### src/rtl/dsp_vu_meter.sv
// Level-meter ballistics: converts a per-frame RMS amplitude into a
// 6 dB/segment thermometer bar with instant attack / timed decay and a
// peak-hold marker. One result per accepted frame strobe; strobes that
// arrive while a frame is in flight are dropped and flagged.
module dsp_vu_meter #(
  parameter int LEVELS    = 16,
  parameter int HOLD      = 48,
  parameter int DECAY_DIV = 4
) (
  input  logic              iCLK,
  input  logic              iRST_N,
  input  logic [15:0]       iLevel,
  input  logic              iStrobe,
  output logic [LEVELS-1:0] oBar,
  output logic [LEVELS-1:0] oPeak,
  output logic [4:0]        oSeg,
  output logic              oValid,
  output logic              oBusy,
  output logic              oDrop
);

  // dcnt must reach DECAY_DIV-1, hcnt must reach HOLD, neither may wrap
  localparam int DW = (DECAY_DIV > 1) ? $clog2(DECAY_DIV) : 1;
  localparam int HW = (HOLD < 1) ? 1 : $clog2(HOLD + 1);

  typedef enum logic [1:0] {IDLE, SCAN, UPDATE, OUT} state_t;

  state_t            state_q, state_d;
  logic [15:0]       lvl_q, lvl_d;
  logic [3:0]        idx_q, idx_d;
  logic [4:0]        seg_q, seg_d;
  logic [4:0]        bar_q, bar_d;
  logic [4:0]        peak_q, peak_d;
  logic [DW-1:0]     dcnt_q, dcnt_d;
  logic [HW-1:0]     hcnt_q, hcnt_d;
  logic [LEVELS-1:0] obar_q, obar_d;
  logic [LEVELS-1:0] opeak_q, opeak_d;
  logic [4:0]        oseg_q, oseg_d;
  logic              valid_q, valid_d;
  logic              drop_q, drop_d;

  logic              busy;
  logic [4:0]        seg_c;

  // The oValid cycle still counts as busy so a strobe landing on it is dropped
  assign busy  = (state_q != IDLE) || valid_q;
  assign seg_c = (seg_q > 5'(LEVELS)) ? 5'(LEVELS) : seg_q;

  // State and datapath registers; reset mid-frame simply abandons the frame
  always_ff @(posedge iCLK or negedge iRST_N) begin
    if (!iRST_N) begin
      state_q <= IDLE;
      lvl_q   <= '0;
      idx_q   <= '0;
      seg_q   <= '0;
      bar_q   <= '0;
      peak_q  <= '0;
      dcnt_q  <= '0;
      hcnt_q  <= '0;
      obar_q  <= '0;
      opeak_q <= '0;
      oseg_q  <= '0;
      valid_q <= 1'b0;
      drop_q  <= 1'b0;
    end else begin
      state_q <= state_d;
      lvl_q   <= lvl_d;
      idx_q   <= idx_d;
      seg_q   <= seg_d;
      bar_q   <= bar_d;
      peak_q  <= peak_d;
      dcnt_q  <= dcnt_d;
      hcnt_q  <= hcnt_d;
      obar_q  <= obar_d;
      opeak_q <= opeak_d;
      oseg_q  <= oseg_d;
      valid_q <= valid_d;
      drop_q  <= drop_d;
    end
  end

  // Next-state: MSB-first scan for the leading one, then ballistics, then output
  always_comb begin
    state_d = state_q;
    lvl_d   = lvl_q;
    idx_d   = idx_q;
    seg_d   = seg_q;
    bar_d   = bar_q;
    peak_d  = peak_q;
    dcnt_d  = dcnt_q;
    hcnt_d  = hcnt_q;
    obar_d  = obar_q;
    opeak_d = opeak_q;
    oseg_d  = oseg_q;
    valid_d = 1'b0;
    drop_d  = iStrobe && busy;

    case (state_q)
      IDLE: begin
        if (iStrobe && !busy) begin
          lvl_d   = iLevel;
          idx_d   = '0;
          seg_d   = '0;
          state_d = SCAN;
        end
      end
      SCAN: begin
        // first set bit from the top fixes seg = floor(log2(lvl)) + 1
        if (seg_q == 5'd0 && lvl_q[4'd15 - idx_q])
          seg_d = 5'd16 - {1'b0, idx_q};
        idx_d = idx_q + 4'd1;
        if (idx_q == 4'd15)
          state_d = UPDATE;
      end
      UPDATE: begin
        // bar: instant attack, one segment down every DECAY_DIV quiet frames
        if (seg_c >= bar_q) begin
          bar_d  = seg_c;
          dcnt_d = '0;
        end else if (dcnt_q == DW'(DECAY_DIV - 1)) begin
          bar_d  = bar_q - 5'd1;   // bar_q > seg_c >= 0, so no underflow
          dcnt_d = '0;
        end else begin
          dcnt_d = dcnt_q + DW'(1);
        end
        // peak: hold for HOLD frames, then fall toward the new bar
        if (seg_c >= peak_q) begin
          peak_d = seg_c;
          hcnt_d = HW'(HOLD);
        end else if (hcnt_q != '0) begin
          hcnt_d = hcnt_q - HW'(1);
        end else if (peak_q > bar_d) begin
          peak_d = peak_q - 5'd1;
        end
        state_d = OUT;
      end
      OUT: begin
        for (int k = 0; k < LEVELS; k++) begin
          obar_d[k]  = (5'(k) < bar_q);
          opeak_d[k] = (5'(k + 1) == peak_q);
        end
        oseg_d  = seg_q;
        valid_d = 1'b1;
        state_d = IDLE;
      end
      default: state_d = IDLE;
    endcase
  end

  assign oBar   = obar_q;
  assign oPeak  = opeak_q;
  assign oSeg   = oseg_q;
  assign oValid = valid_q;
  assign oBusy  = busy;
  assign oDrop  = drop_q;

endmodule

### config.mk
export PLATFORM = sky130hd
export DESIGN_NAME = dsp_vu_meter
export DESIGN_NICKNAME = d
export VERILOG_FILES = /design/src/rtl/dsp_vu_meter.sv
export SDC_FILE = /design/constraint.sdc
export NUM_CORES = 1
export LEC_CHECK = 0
export CAP_MARGIN = 10
export CORE_ASPECT_RATIO = 0.6
export CORE_UTILIZATION = 55
export CTS_BUF_LIST = sky130_fd_sc_hd__clkbuf_16
export DETAILED_ROUTE_END_ITERATION = 8
export HOLD_SLACK_MARGIN = 0.05
export PLACE_DENSITY = 0.84
export SLEW_MARGIN = 30
export SYNTH_ARGS = -nofsm -noshare
export SYNTH_HDL_FRONTEND = slang
export SYNTH_SLANG_ARGS = --single-unit
### constraint.sdc
create_clock -name iCLK -period 4.8 [get_ports iCLK]
set_input_delay 0.72 -clock iCLK [delete_from_list [all_inputs] [get_ports iCLK]]
set_output_delay 0.72 -clock iCLK [all_outputs]
set_load 0.005 [all_outputs]
# Word level (Yosys, flattened, before mapping)
# Index checks and enable logic that the tools add are counted.
[totals] register_bits=84 input_bits=19 out_inout_bits=40 word_cells=106
[classes] n_addsub=7 magnitude_cmp=21 eq_ne=25 mux=22 n_reduce_logical=18
[op_table] operator="$mux W5" n=9
[op_table] operator="$eq A4 B5 Y1 const A" n=8
[op_table] operator="$lt A4 B5 Y1 const A" n=8
[op_table] operator="$eq A3 B5 Y1 const A" n=4
[op_table] operator="$lt A3 B5 Y1 const A" n=4
[op_table] operator="$mux W6" n=2
[op_table] operator="$eq A2 B5 Y1 const A" n=2
[op_table] operator="$ge A5 B5 Y1" n=2
[op_table] operator="$lt A1 B5 Y1 const A" n=2
[op_table] operator="$lt A2 B5 Y1 const A" n=2
[op_table] operator="$pmux W5 S2" n=1
[op_table] operator="$sub A5 B1 Y5 const B" n=2
[op_table] operator="$mux W2" n=4
[op_table] operator="$ne A2 B2 Y1 const B" n=4
[op_table] operator="$pmux W2 S4" n=1
[op_table] operator="$pmux W4 S2" n=1
[op_table] operator="$reduce_and A2 Y1" n=4
[op_table] operator="$reduce_bool A2 Y1" n=4
[op_table] operator="$eq A2 B2 Y1 const B" n=3
[op_table] operator="$reduce_and A3 Y1" n=2
[op_table] operator="$reduce_bool A6 Y1" n=1
[op_table] operator="$sub A6 B1 Y6 const B" n=1
[op_table] operator="$eq A1 B5 Y1 const A" n=1
[op_table] operator="$eq A5 B5 Y1 const A" n=1
[op_table] operator="other kinds (17)" n=20

# Logic depth before layout (Yosys ltp)
# Gate-level depths: netlist of the first run.
[depth] word_depth=9 mapped_depth=19 depth_no_buf=16

# Least setup slack after synthesis of the first run
# No wires, ideal clock.
[synth_timing] path_kind="register to register" from="reg seg_q[4]" to="reg peak_q[4]" setup_ns=0.090 arrival_ns=3.952 required_ns=4.710 path_slack_ns=0.757 stages_incl_launch_ff=20 n_path_buf=3 synth_period_minus_slack_ns=4.043 path_cell_list="dfrtp_1 -> buf_4 -> nor2b_1 -> inv_1 -> ha_1 -> nand2b_1 -> maj3_2 -> a2111oi_4 -> or2_1 -> buf_4 -> buf_4 -> nor2_1 -> a21oi_1 -> ha_1 -> and3_2 -> a311oi_2 -> o21a_4 -> nand3_2 -> or4_1 -> o221ai_1"
[synth_between] elab_chain_len=8 elab_cells_between_ends=11 classes_between="order compare (4); eq/ne (1); mux (4); reduce/logical (2)"
[synth_lines] item="start: declaration" line_no="31" text="logic [4:0] seg_q, seg_d;"
[synth_lines] item="start signal: assignment" line_no="69" text="seg_q <= seg_d;"
[synth_lines] item="$gt A5 B5 Y1" line_no="47" text="assign seg_c = (seg_q > 5'(LEVELS)) ? 5'(LEVELS) : seg_q;"
[synth_lines] item="$mux W5 (*)" line_no="47"
[synth_lines] item="$ge A5 B5 Y1" line_no="117" text="if (seg_c >= bar_q) begin"
[synth_lines] item="$mux W5" line_no="117"
[synth_lines] item="$mux W5" line_no="98" text="case (state_q)"
[synth_lines] item="$gt A5 B5 Y1" line_no="132" text="end else if (peak_q > bar_d) begin"
[synth_lines] item="$reduce_bool A2 Y1 (no source line)"
[synth_lines] item="$reduce_and A3 Y1 (no source line)"
[synth_lines] item="end signal: assignment" line_no="71" text="peak_q <= peak_d;"
[synth_lines] item="end: declaration" line_no="33" text="logic [4:0] peak_q, peak_d;"
# Every way passes the cells marked *; elsewhere a longest branch is shown, timed or not. The select of a mux whose other input is x is not followed.
# A chain may end at the register's enable or synchronous reset.

# Final worst setup path of the first run
[layout_timing] from="reg seg_q[0]" to="reg peak_q[4]"
# Same word-level chain as after synthesis.

==> flow_summary.yaml, run 1 <==
global_routing:
  grt_pass1_vias: 3386
  grt_max_degree: 85
  antenna_found_initial: 0
  grt_pass1_wl_um: 16700
  grtUsageTotal_pct: 25.5
  grt_overflow_total: 0
critical_path:
  cpPeakStageDelay_ps: 420
  cp-start-kind: "register"
  r2r_cells: 16
  crit_chain: "nor2b_1, inv_1, ha_1, nand2b_1, maj3_2, a2111oi_4, or2_1, buf_4, o21ai_0, ha_1, and3_2, a311oi_2, o21a_4, nand3_2, or4_1, o221ai_1"
  path_delay_family: "simple AND/OR/NAND/NOR gates"
  setup.worst_path.class: "reg2reg"
  cpMostUsedCell: "ha_1"
  end_kind: "register"
  reg2reg_slack_ps: 460
  r2r_start: "seg_q[0]"
  timing.rr.end: "peak_q[4]"
  arrival_ps: 4600
  crit_buf_inv: 2
  crit_fanout: 14
  cp.required_ps: 5060
  crit_slowest_cell: "a2111oi_4"
clocking:
  cts_root_buf: "clkbuf_16"
  clk_path_buf_depth: 2
  path_clk_slew_ps: 60
  cts.sinks: 84
  cts-resized-gates: 0
  htreeDepth: 3
  postCtsSetupRepairBufs: 0
  clock_latency_ps: 340
  hold_buffers: 0
  cts_tree: "built"
  cts_buffers: 9
yosys:
  synth-xor-area-share_pct: 2.15
  synth-edff-count: 0
  synth_fp_nets: 486
  ys_top_cells_by_area: "dfrtp_1 47%, ha_1 7.8%, mux2_2 5.8%"
  avgSynthCellArea_um2: 10.2
  synth-async-reset-ratio_pct: 100
  synth_top_family_by_area: "compound AO/OA/AOI/OAI gates"
  syn_inst: 439
  ys_ff_latch: 84
  synthSimpleGateAreaFrac_pct: 13.3
  synth_fa_ha_area_share_pct: 8.06
  muxShareOfSynthArea_pct: 9.84
  ys_top_cells_by_count: "84 x dfrtp_1, 34 x inv_1, 31 x nor2_1, 31 x o21ai_0, 28 x ha_1"
  synth_seq_area_share_pct: 46.8
  synth_compound_area_share_pct: 14.4
  synth_top_area_share_pct: 46.8
  syn_area_um2: 4490
  yosys.cell_types.count: 55
  synthMostInstantiatedCell: "dfrtp_1"
  ys.flop_type: "dfrtp_1"
  synth_top_area_cell: "dfrtp_1"
  ys_warn_count: 0
routing:
  wl_per_cell_um: 16.7
  firstDrtPassIters: 6
  totalWireLength_um: 10000
  vias_per_cell: 5.77
  drt-initial-drc-count: 248
  drc: 2
  vias: 3449
  ant_nets: 0
power:
  finalPower_w: 0.00378
  pwr_density_cell_nw_per_um2: 702
  p_leak_nw: 2.34
  peakVddDrop_mv: 0.260
floorplan:
  dieHeight_um: 72.0
  initial_core_util_pct: 56.9
  placementRows: 25
  dieArea_um2: 8540
  placeableCoreArea_um2: 7880
  die_w_um: 119
  pin_count: 59
worst_hold_path:
  min_path_type: "in2async"
timing:
  max_freq_ghz: 0.230
  whs_ps: 411
  fin_crit_ps: 4340
  rsz0062_at_grt: "false"
  finalSetupViolCount: 0
  fin_worst_skew_ps: 6.32
  post-route-period-util_pct: 90.5
  tightest_slew_ps: 763
  slew_headroom_pct: 49.1
  finalWorstSetupSlack_ps: 456
  hold_viol_final: 0
  maxSlewViolCount: 0
  finalSetupTns_ps: 0
layout:
  fin_util_pct: 68.3
  layout-drive-gt1-share_pct: 11.0
  nets: 532
  n_antenna_cell: 0
  area_growth_pct: 20.0
placed_design:
  globalplace.congestion: 0.956
  dp_slack_ps: 514
  port_buffers: 58
  dp_hpwl_um: 7120
job:
  cap_viol_max_count: 0
status:
  violations: "design-rule violations"
  status: "finished with violations"
==> sequential cells by signal (all words and copies together), names as in the netlist <==
signal and flops:
oSeg 5, hcnt_q 6, peak_q 5, lvl_q 16, idx_q 4, seg_q 5
oBar 16, bar_q 5, state_q 2, oPeak 16, oDrop 1, oValid 1
dcnt_q 2
==> power by group <==
group          internal [W]  leakage [nW]  switching (W)
logic              0.000899          1.17       0.000955
clock network      0.000338         0.136       0.000258
registers           0.00102          1.03       0.000312
==> worst max-delay path by stage <==
stage,from,to,slack (ps),depth (start not counted)
after floorplan,seg_q[4],peak_q[4],760,19
after global placement,seg_q[0],peak_q[4],790,16
after detailed placement,seg_q[0],peak_q[4],510,16
after CTS,seg_q[0],peak_q[4],490,16
after global routing,seg_q[0],peak_q[4],190,17
final,seg_q[0],peak_q[4],460,16
==> metrics by stage <==
stage / instances / area [um^2]
after floorplan: 439 / 4490
after global placement: 582 / 5120
after detailed placement: 582 / 5130
after CTS: 598 / 5390
after global routing: 598 / 5390
final: 598 / 5390
==> layer usage <==
| layer | routed length, um | share of wire, % | global-route usage, % |
|---|---|---|---|
| met5 | 0 | 0 | 0 |
| met3 | 680 | 6.8 | 7.15 |
| met4 | 182 | 1.8 | 9.99 |
| met1 | 4710 | 47 | 35.8 |
| met2 | 4430 | 44 | 37.9 |
==> kinds of logic after synthesis <==
| logic type | count (synthesis) |
|---|---|
| AND/OR/NAND/NOR | 118 |
| adder cells (fa/ha/maj) | 29 |
| buffers and inverters | 62 |
| XOR/XNOR | 11 |
| multiplexers | 35 |
| AO/OA/AOI/OAI | 100 |
| flip-flops | 84 |
==> area by class of cell <==
class,count,area (um^2)
Multi-Input combinational cell,293,2150
Clock inverter,7,27.5
Timing Repair Buffer,62,612
Inverter,35,131
Sequential cell,84,2100
Tap cell,108,135
Fill cell,586,2500
Clock buffer,9,225
==> cell usage in the layout (no fill, tap or decap), types with 11 or more instances in the layout <==
cell / count
mux2_2: 23
a21oi_1: 25
dfrtp_1: 84
a31oi_1: 11
inv_1: 37
clkdlybuf4s50_1: 57
nor2_1: 31
nand2_1: 23
ha_1: 27
o21ai_0: 31
nand3_1: 17
Power figures use the tool's default switching activity.
==> inputs of run 2 (changes only) <==
--- a/config.mk
+++ b/config.mk
@@ -5,10 +5,12 @@
 export SDC_FILE = /design/constraint.sdc
 export NUM_CORES = 1
 export LEC_CHECK = 0
+export ABC_AREA = 1
 export CAP_MARGIN = 10
 export CORE_ASPECT_RATIO = 0.6
 export CORE_UTILIZATION = 55
 export CTS_BUF_LIST = sky130_fd_sc_hd__clkbuf_16
+export CTS_CLUSTER_SIZE = 25
 export DETAILED_ROUTE_END_ITERATION = 8
 export HOLD_SLACK_MARGIN = 0.05
 export PLACE_DENSITY = 0.84
==> run 2 against run 1 <==
  * The flow now finishes without violations
  * Via count rose by 9.8%
  * Die area did not move
  * Clock power rose by 19%
  * First-iteration DRC count rose by 17%
  * Sequential power fell by 6%
  * Global-route usage rose by 0.16 points
  * Synthesized cell count rose by 25%
  * Maximum frequency rose by 36%
  * Synthesized area did not move
  * Wire length rose by 0.44%
  * Clock-buffer cell count did not move
  * Critical endpoint is now peak_q[2]
  * Highest routed layer unchanged
==> flow_summary.yaml, run 2 <==
status:
  status: "finished, final reports clean"
yosys:
  synth_seq_area_share_pct: 46.8
  ys_ff_latch: 84
  synth_top_area_share_pct: 46.8
  synth_compound_area_share_pct: 10.6
  synth_fp_nets: 594
  synthMostInstantiatedCell: "nand2_1"
  syn_area_um2: 4490
  synth_top_area_cell: "dfrtp_1"
  ys.flop_type: "dfrtp_1"
  synthSimpleGateAreaFrac_pct: 25.1
  yosys.cell_types.count: 38
  ys_top_cells_by_count: "167 x nand2_1, 84 x dfrtp_1, 58 x inv_1"
  synth-edff-count: 0
  avgSynthCellArea_um2: 8.20
  synth_fa_ha_area_share_pct: 7.81
  syn_inst: 547
  ys_top_cells_by_area: "dfrtp_1 47%, nand2_1 14%, ha_1 7.8%"
  synth-xor-area-share_pct: 1.95
  synth-async-reset-ratio_pct: 100
  ys_warn_count: 0
  muxShareOfSynthArea_pct: 0
  synth_top_family_by_area: "simple AND/OR/NAND/NOR gates"
power:
  pwr_density_cell_nw_per_um2: 742
  p_leak_nw: 2.63
  peakVddDrop_mv: 0.367
timing:
  max_freq_ghz: 0.313
  post-route-period-util_pct: 66.6
  tightest_slew_ps: 775
  hold_viol_final: 0
  maxSlewViolCount: 0
  slew_headroom_pct: 48.0
  finalSetupViolCount: 0
  fin_crit_ps: 3200
  fin_worst_skew_ps: 5.97
  rsz0062_at_grt: "false"
  finalSetupTns_ps: 0
  finalWorstSetupSlack_ps: 1600
placed_design:
  port_buffers: 58
  globalplace.congestion: 0.926
  dp_hpwl_um: 7200
  dp_slack_ps: 1670
routing:
  ant_nets: 0
  wl_per_cell_um: 14.1
  drt-initial-drc-count: 290
  totalWireLength_um: 10000
  vias: 3788
  vias_per_cell: 5.31
  firstDrtPassIters: 5
  drc: 0
clocking:
  clock_latency_ps: 340
  postCtsSetupRepairBufs: 0
  path_clk_slew_ps: 70
  clk_path_buf_depth: 2
  hold_buffers: 0
  cts_tree: "built"
  cts_buffers: 9
  cts-resized-gates: 0
  htreeDepth: 3
  cts_root_buf: "clkbuf_16"
  cts.sinks: 84
critical_path:
  cp-start-kind: "register"
  setup.worst_path.class: "reg2reg"
  cp.required_ps: 5040
  arrival_ps: 3440
  end_kind: "register"
  crit_fanout: 10
global_routing:
  antenna_found_initial: 0
  grtUsageTotal_pct: 25.6
  grt_overflow_total: 0
  grt_pass1_vias: 3622
  grt_pass1_wl_um: 17000
  grt_max_degree: 85
layout:
  final_common_cell: "nand2_1"
  nets: 647
  final_cell_mix: "167 x nand2_1, 84 x dfrtp_1, 58 x inv_1"
  n_antenna_cell: 0
  layout-drive-gt1-share_pct: 7.44
  fin_util_pct: 68.7
  area_growth_pct: 20.6
floorplan:
  initial_core_util_pct: 56.9
  placementRows: 25
  placeableCoreArea_um2: 7880
  pin_count: 59
  die_w_um: 119
  dieArea_um2: 8540
  dieHeight_um: 72.0
worst_hold_path:
  min_path_type: "in2async"
job:
  cap_viol_max_count: 0
run 2: changes by cell type in the layout (fill, tap and decap cells not counted), sizes merged, moves of 15 or more:
cell   change
inv       +31
o21ai     +34
nand2    +156
mux2      -23
a21oi     -15
nand3     +25
run 2: final timing paths:
check	from	end	slack [ps]	depth (start not counted)
max in group asynchronous	iRST_N	oPeak[12]	3870	1
min in group iCLK	lvl_q[15]	lvl_q[15]	480	2
worst min register to register	lvl_q[15]	lvl_q[15]	480	2
worst max register to register	seg_q[4]	peak_q[2]	1600	22
worst max-delay path	seg_q[4]	peak_q[2]	1600	22
worst min-delay path	iRST_N	lvl_q[13]	430	1
run 2: logic make-up (layout without fill, tap and decap cells):
logic type | Yosys count | after routing
XOR/XNOR | 10 | 10
AND/OR/NAND/NOR | 257 | 257
buffers and inverters | 81 | 139
flip-flops | 84 | 84
adder cells (fa/ha/maj) | 28 | 28
AO/OA/AOI/OAI | 87 | 87
run 2: layer usage:
metal / part of all wire, % / up-vias / wire length (um) / GRT usage, %
met3: 6.0 / 8 / 601 / 7.08
met1: 50 / 1797 / 5030 / 36.4
met2: 43 / 119 / 4360 / 39.4
li1: - / 1864 / - / -
met5: 0 / - / 0 / 0
met4: 0.48 / 0 / 48 / 6.05
run 2: critical path, cell delays in order, from the launching register on:
cell      delay, ps
dfrtp_1         650
inv_1           130
nand2_1         170
ha_1            270
nor2_1          130
nand2_1          60
nand3_1         100
nand2_2          60
nand2_4         100
nand2_4          80
o21ai_1         120
nand2_1          80
ha_1            300
nand2_1          70
inv_1            30
o21ai_0         160
nand3_1         100
nand3b_1         80
nand3_1          80
nand2_2         120
inv_2            80
nand2_1          60
nand2_1          50
run 2: cell type report:
cell class	instances	area, um^2
inverters	64	240
clock inverters	7	81.3
multi-input cells	382	2040
well taps	108	135
fillers	658	2470
repair buffers	59	589
flip-flops and latches	84	2100
clock buffers	9	225
run 2: report_power, final:
group	switching, W	internal, W
combinational	0.00125	0.000811
clock	0.000299	0.000412
sequential	0.000249	0.000998
total	0.00179	0.00222
run 2: through the flow:
stage               power (W)  instance area [um^2]  instances  hold slack, ps
global placement      0.00321                  5100        697             455
floorplan             0.00270                  4490        547             424
finish                0.00401                  5410        713             425
detailed placement    0.00328                  5100        697             462
CTS                   0.00401                  5410        713             451
global route          0.00438                  5410        713             489
==> inputs of run 3 (changes only) <==
--- a/config.mk
+++ b/config.mk
@@ -8,12 +8,12 @@
 export ABC_AREA = 1
 export CAP_MARGIN = 10
 export CORE_ASPECT_RATIO = 0.6
-export CORE_UTILIZATION = 55
+export CORE_UTILIZATION = 50
 export CTS_BUF_LIST = sky130_fd_sc_hd__clkbuf_16
 export CTS_CLUSTER_SIZE = 25
 export DETAILED_ROUTE_END_ITERATION = 8
 export HOLD_SLACK_MARGIN = 0.05
-export PLACE_DENSITY = 0.84
+export PLACE_DENSITY = 0.8
 export SLEW_MARGIN = 30
 export SYNTH_ARGS = -nofsm -noshare
 export SYNTH_HDL_FRONTEND = slang
==> constraint.sdc (replaced) <==
create_clock -name iCLK -period 2.9 [get_ports iCLK]
set_input_delay 0.435 -clock iCLK [delete_from_list [all_inputs] [get_ports iCLK]]
set_output_delay 0.435 -clock iCLK [all_outputs]
set_load 0.005 [all_outputs]
==> run 3 against run 2 <==
  * Utilization shrank 4.5 points
  * First-iteration DRC count shrank 18%
  * Sequential power grew 64%
  * Sequential share of layout area shrank 0.80 points
  * Hold slack lost 300 ps
  * Largest power group unchanged
==> flow_summary.yaml, run 3 (same netlist as run 2, synthesis figures left out) <==
status:
  status: "finished, final reports clean"
timing:
  finalSetupViolCount: 0
  hold_viol_final: 0
  post-route-period-util_pct: 90.9
  finalSetupTns_ps: 0
  rsz0062_at_grt: "false"
  slew_headroom_pct: 43.2
  tightest_slew_ps: 847
  max_freq_ghz: 0.379
  fin_worst_skew_ps: 6.60
  maxSlewViolCount: 0
  finalWorstSetupSlack_ps: 264
  fin_crit_ps: 2640
power:
  pwr_density_cell_nw_per_um2: 1230
  peakVddDrop_mv: 0.469
  finalPower_w: 0.00682
  p_leak_nw: 2.67
critical_path:
  cp-start-kind: "register"
  cp.required_ps: 3130
  setup.worst_path.class: "reg2reg"
  crit_fanout: 7
  r2r_cells: 22
  r2r_start: "seg_q[4]"
  end_kind: "register"
  worstSetupStartpoint: "seg_q[4]"
  arrival_ps: 2860
  reg2reg_slack_ps: 260
  timing.rr.end: "peak_q[3]"
global_routing:
  antenna_found_initial: 0
  grt_max_degree: 85
  grt_pass1_vias: 3559
  grtUsageTotal_pct: 24.1
  grt_overflow_total: 0
  grt_pass1_wl_um: 17500
floorplan:
  dieArea_um2: 9370
  dieHeight_um: 75.4
  pin_count: 59
  initial_core_util_pct: 52.1
  placeableCoreArea_um2: 8620
  die_w_um: 124
  placementRows: 26
placed_design:
  dp_slack_ps: 150
  globalplace.congestion: 0.856
  port_buffers: 58
  dpl_cell_area_um2: 5180
  dp_hpwl_um: 7590
routing:
  totalWireLength_um: 10500
  vias_per_cell: 5.33
  ant_nets: 0
  drc: 0
  firstDrtPassIters: 5
  vias: 3879
  drt-initial-drc-count: 237
  wl_per_cell_um: 14.4
layout:
  nets: 658
  area_growth_pct: 23.2
  n_antenna_cell: 0
  final_cell_mix: "166 x nand2_1, 83 x dfrtp_1, 57 x inv_1, 57 x clkdlybuf4s50_1, 53 x o21ai_0"
  regArea_um2: 2100
  final_common_cell: "nand2_1"
  final_area_um2: 5530
  fillers: 721
  layout-drive-gt1-share_pct: 10.1
  multiInputGateArea_um2: 2070
  fin_util_pct: 64.1
clocking:
  clock_latency_ps: 340
  cts_buffers: 9
  clk_path_buf_depth: 2
  hold_buffers: 0
  path_clk_slew_ps: 60
  cts_tree: "built"
  cts_root_buf: "clkbuf_16"
  htreeDepth: 3
  cts.sinks: 84
worst_hold_path:
  min_path_type: "in2async"
job:
  cap_viol_max_count: 0
## run 3: how the worst max path moves through the flow
stage / to / cells past startpoint
2_1_floorplan: peak_q[4] / 23
3_3_place_gp: peak_q[3] / 22
3_5_place_dp: peak_q[3] / 22
4_1_cts: peak_q[3] / 22
5_1_grt: peak_q[3] / 22
6_report: peak_q[3] / 22
## run 3: area by class of cell
| cell class | count | area share [%] |
|---|---|---|
| clock buffers | 9 | 4.07 |
| flip-flops and latches | 84 | 38.0 |
| well taps | 112 | 2.54 |
| repair buffers | 70 | 12.2 |
| inverters | 64 | 4.35 |
| clock inverters | 7 | 1.40 |
| multi-input cells | 382 | 37.4 |
## run 3: power breakdown
group	total, W	internal [W]	switching, W	leakage [nW]
Combinational	0.00362	0.00146	0.00217	1.45
Clock	0.00115	0.000673	0.000478	0.145
Sequential	0.00205	0.00165	0.000394	1.08
## run 3: routing by layer
metal  track usage, %  vias to the layer above  wire length (um)
li1                 -                     1884                 -
met2             35.7                      128              4390
met3             5.34                       10               572
met4             7.63                        0                97
met1             35.4                     1857              5430
met5                0                        -                 0
## run 3: worst max-delay path: stages, from the launching register on
cell	delay [ps]
dfrtp_1	400
buf_4	170
nor2_1	140
ha_1	160
o21bai_1	100
inv_1	60
nand2_2	80
nand2_4	80
nand2_4	100
nand2_1	60
nand2_1	70
inv_1	40
ha_1	280
nand2_1	80
inv_1	60
o21ai_1	70
nand3_1	80
nand3b_1	90
nand3_1	80
nand2_2	120
inv_2	80
nand2_1	80
nand2_1	50
## run 3: repair_timing
| action | CTS | global route |
|---|---|---|
| endpoints found under the setup margin | 0 | 5 |
| buffers inserted | 0 | 1 |
| gates resized for setup | 0 | 8 |
## run 3: stage by stage
| stage | instances | hold WS (ps) |
|---|---|---|
| floorplan | 547 | 139 |
| global placement | 711 | 459 |
| detailed placement | 711 | 456 |
| CTS | 727 | 176 |
| global route | 728 | 177 |
| finish | 728 | 129 |
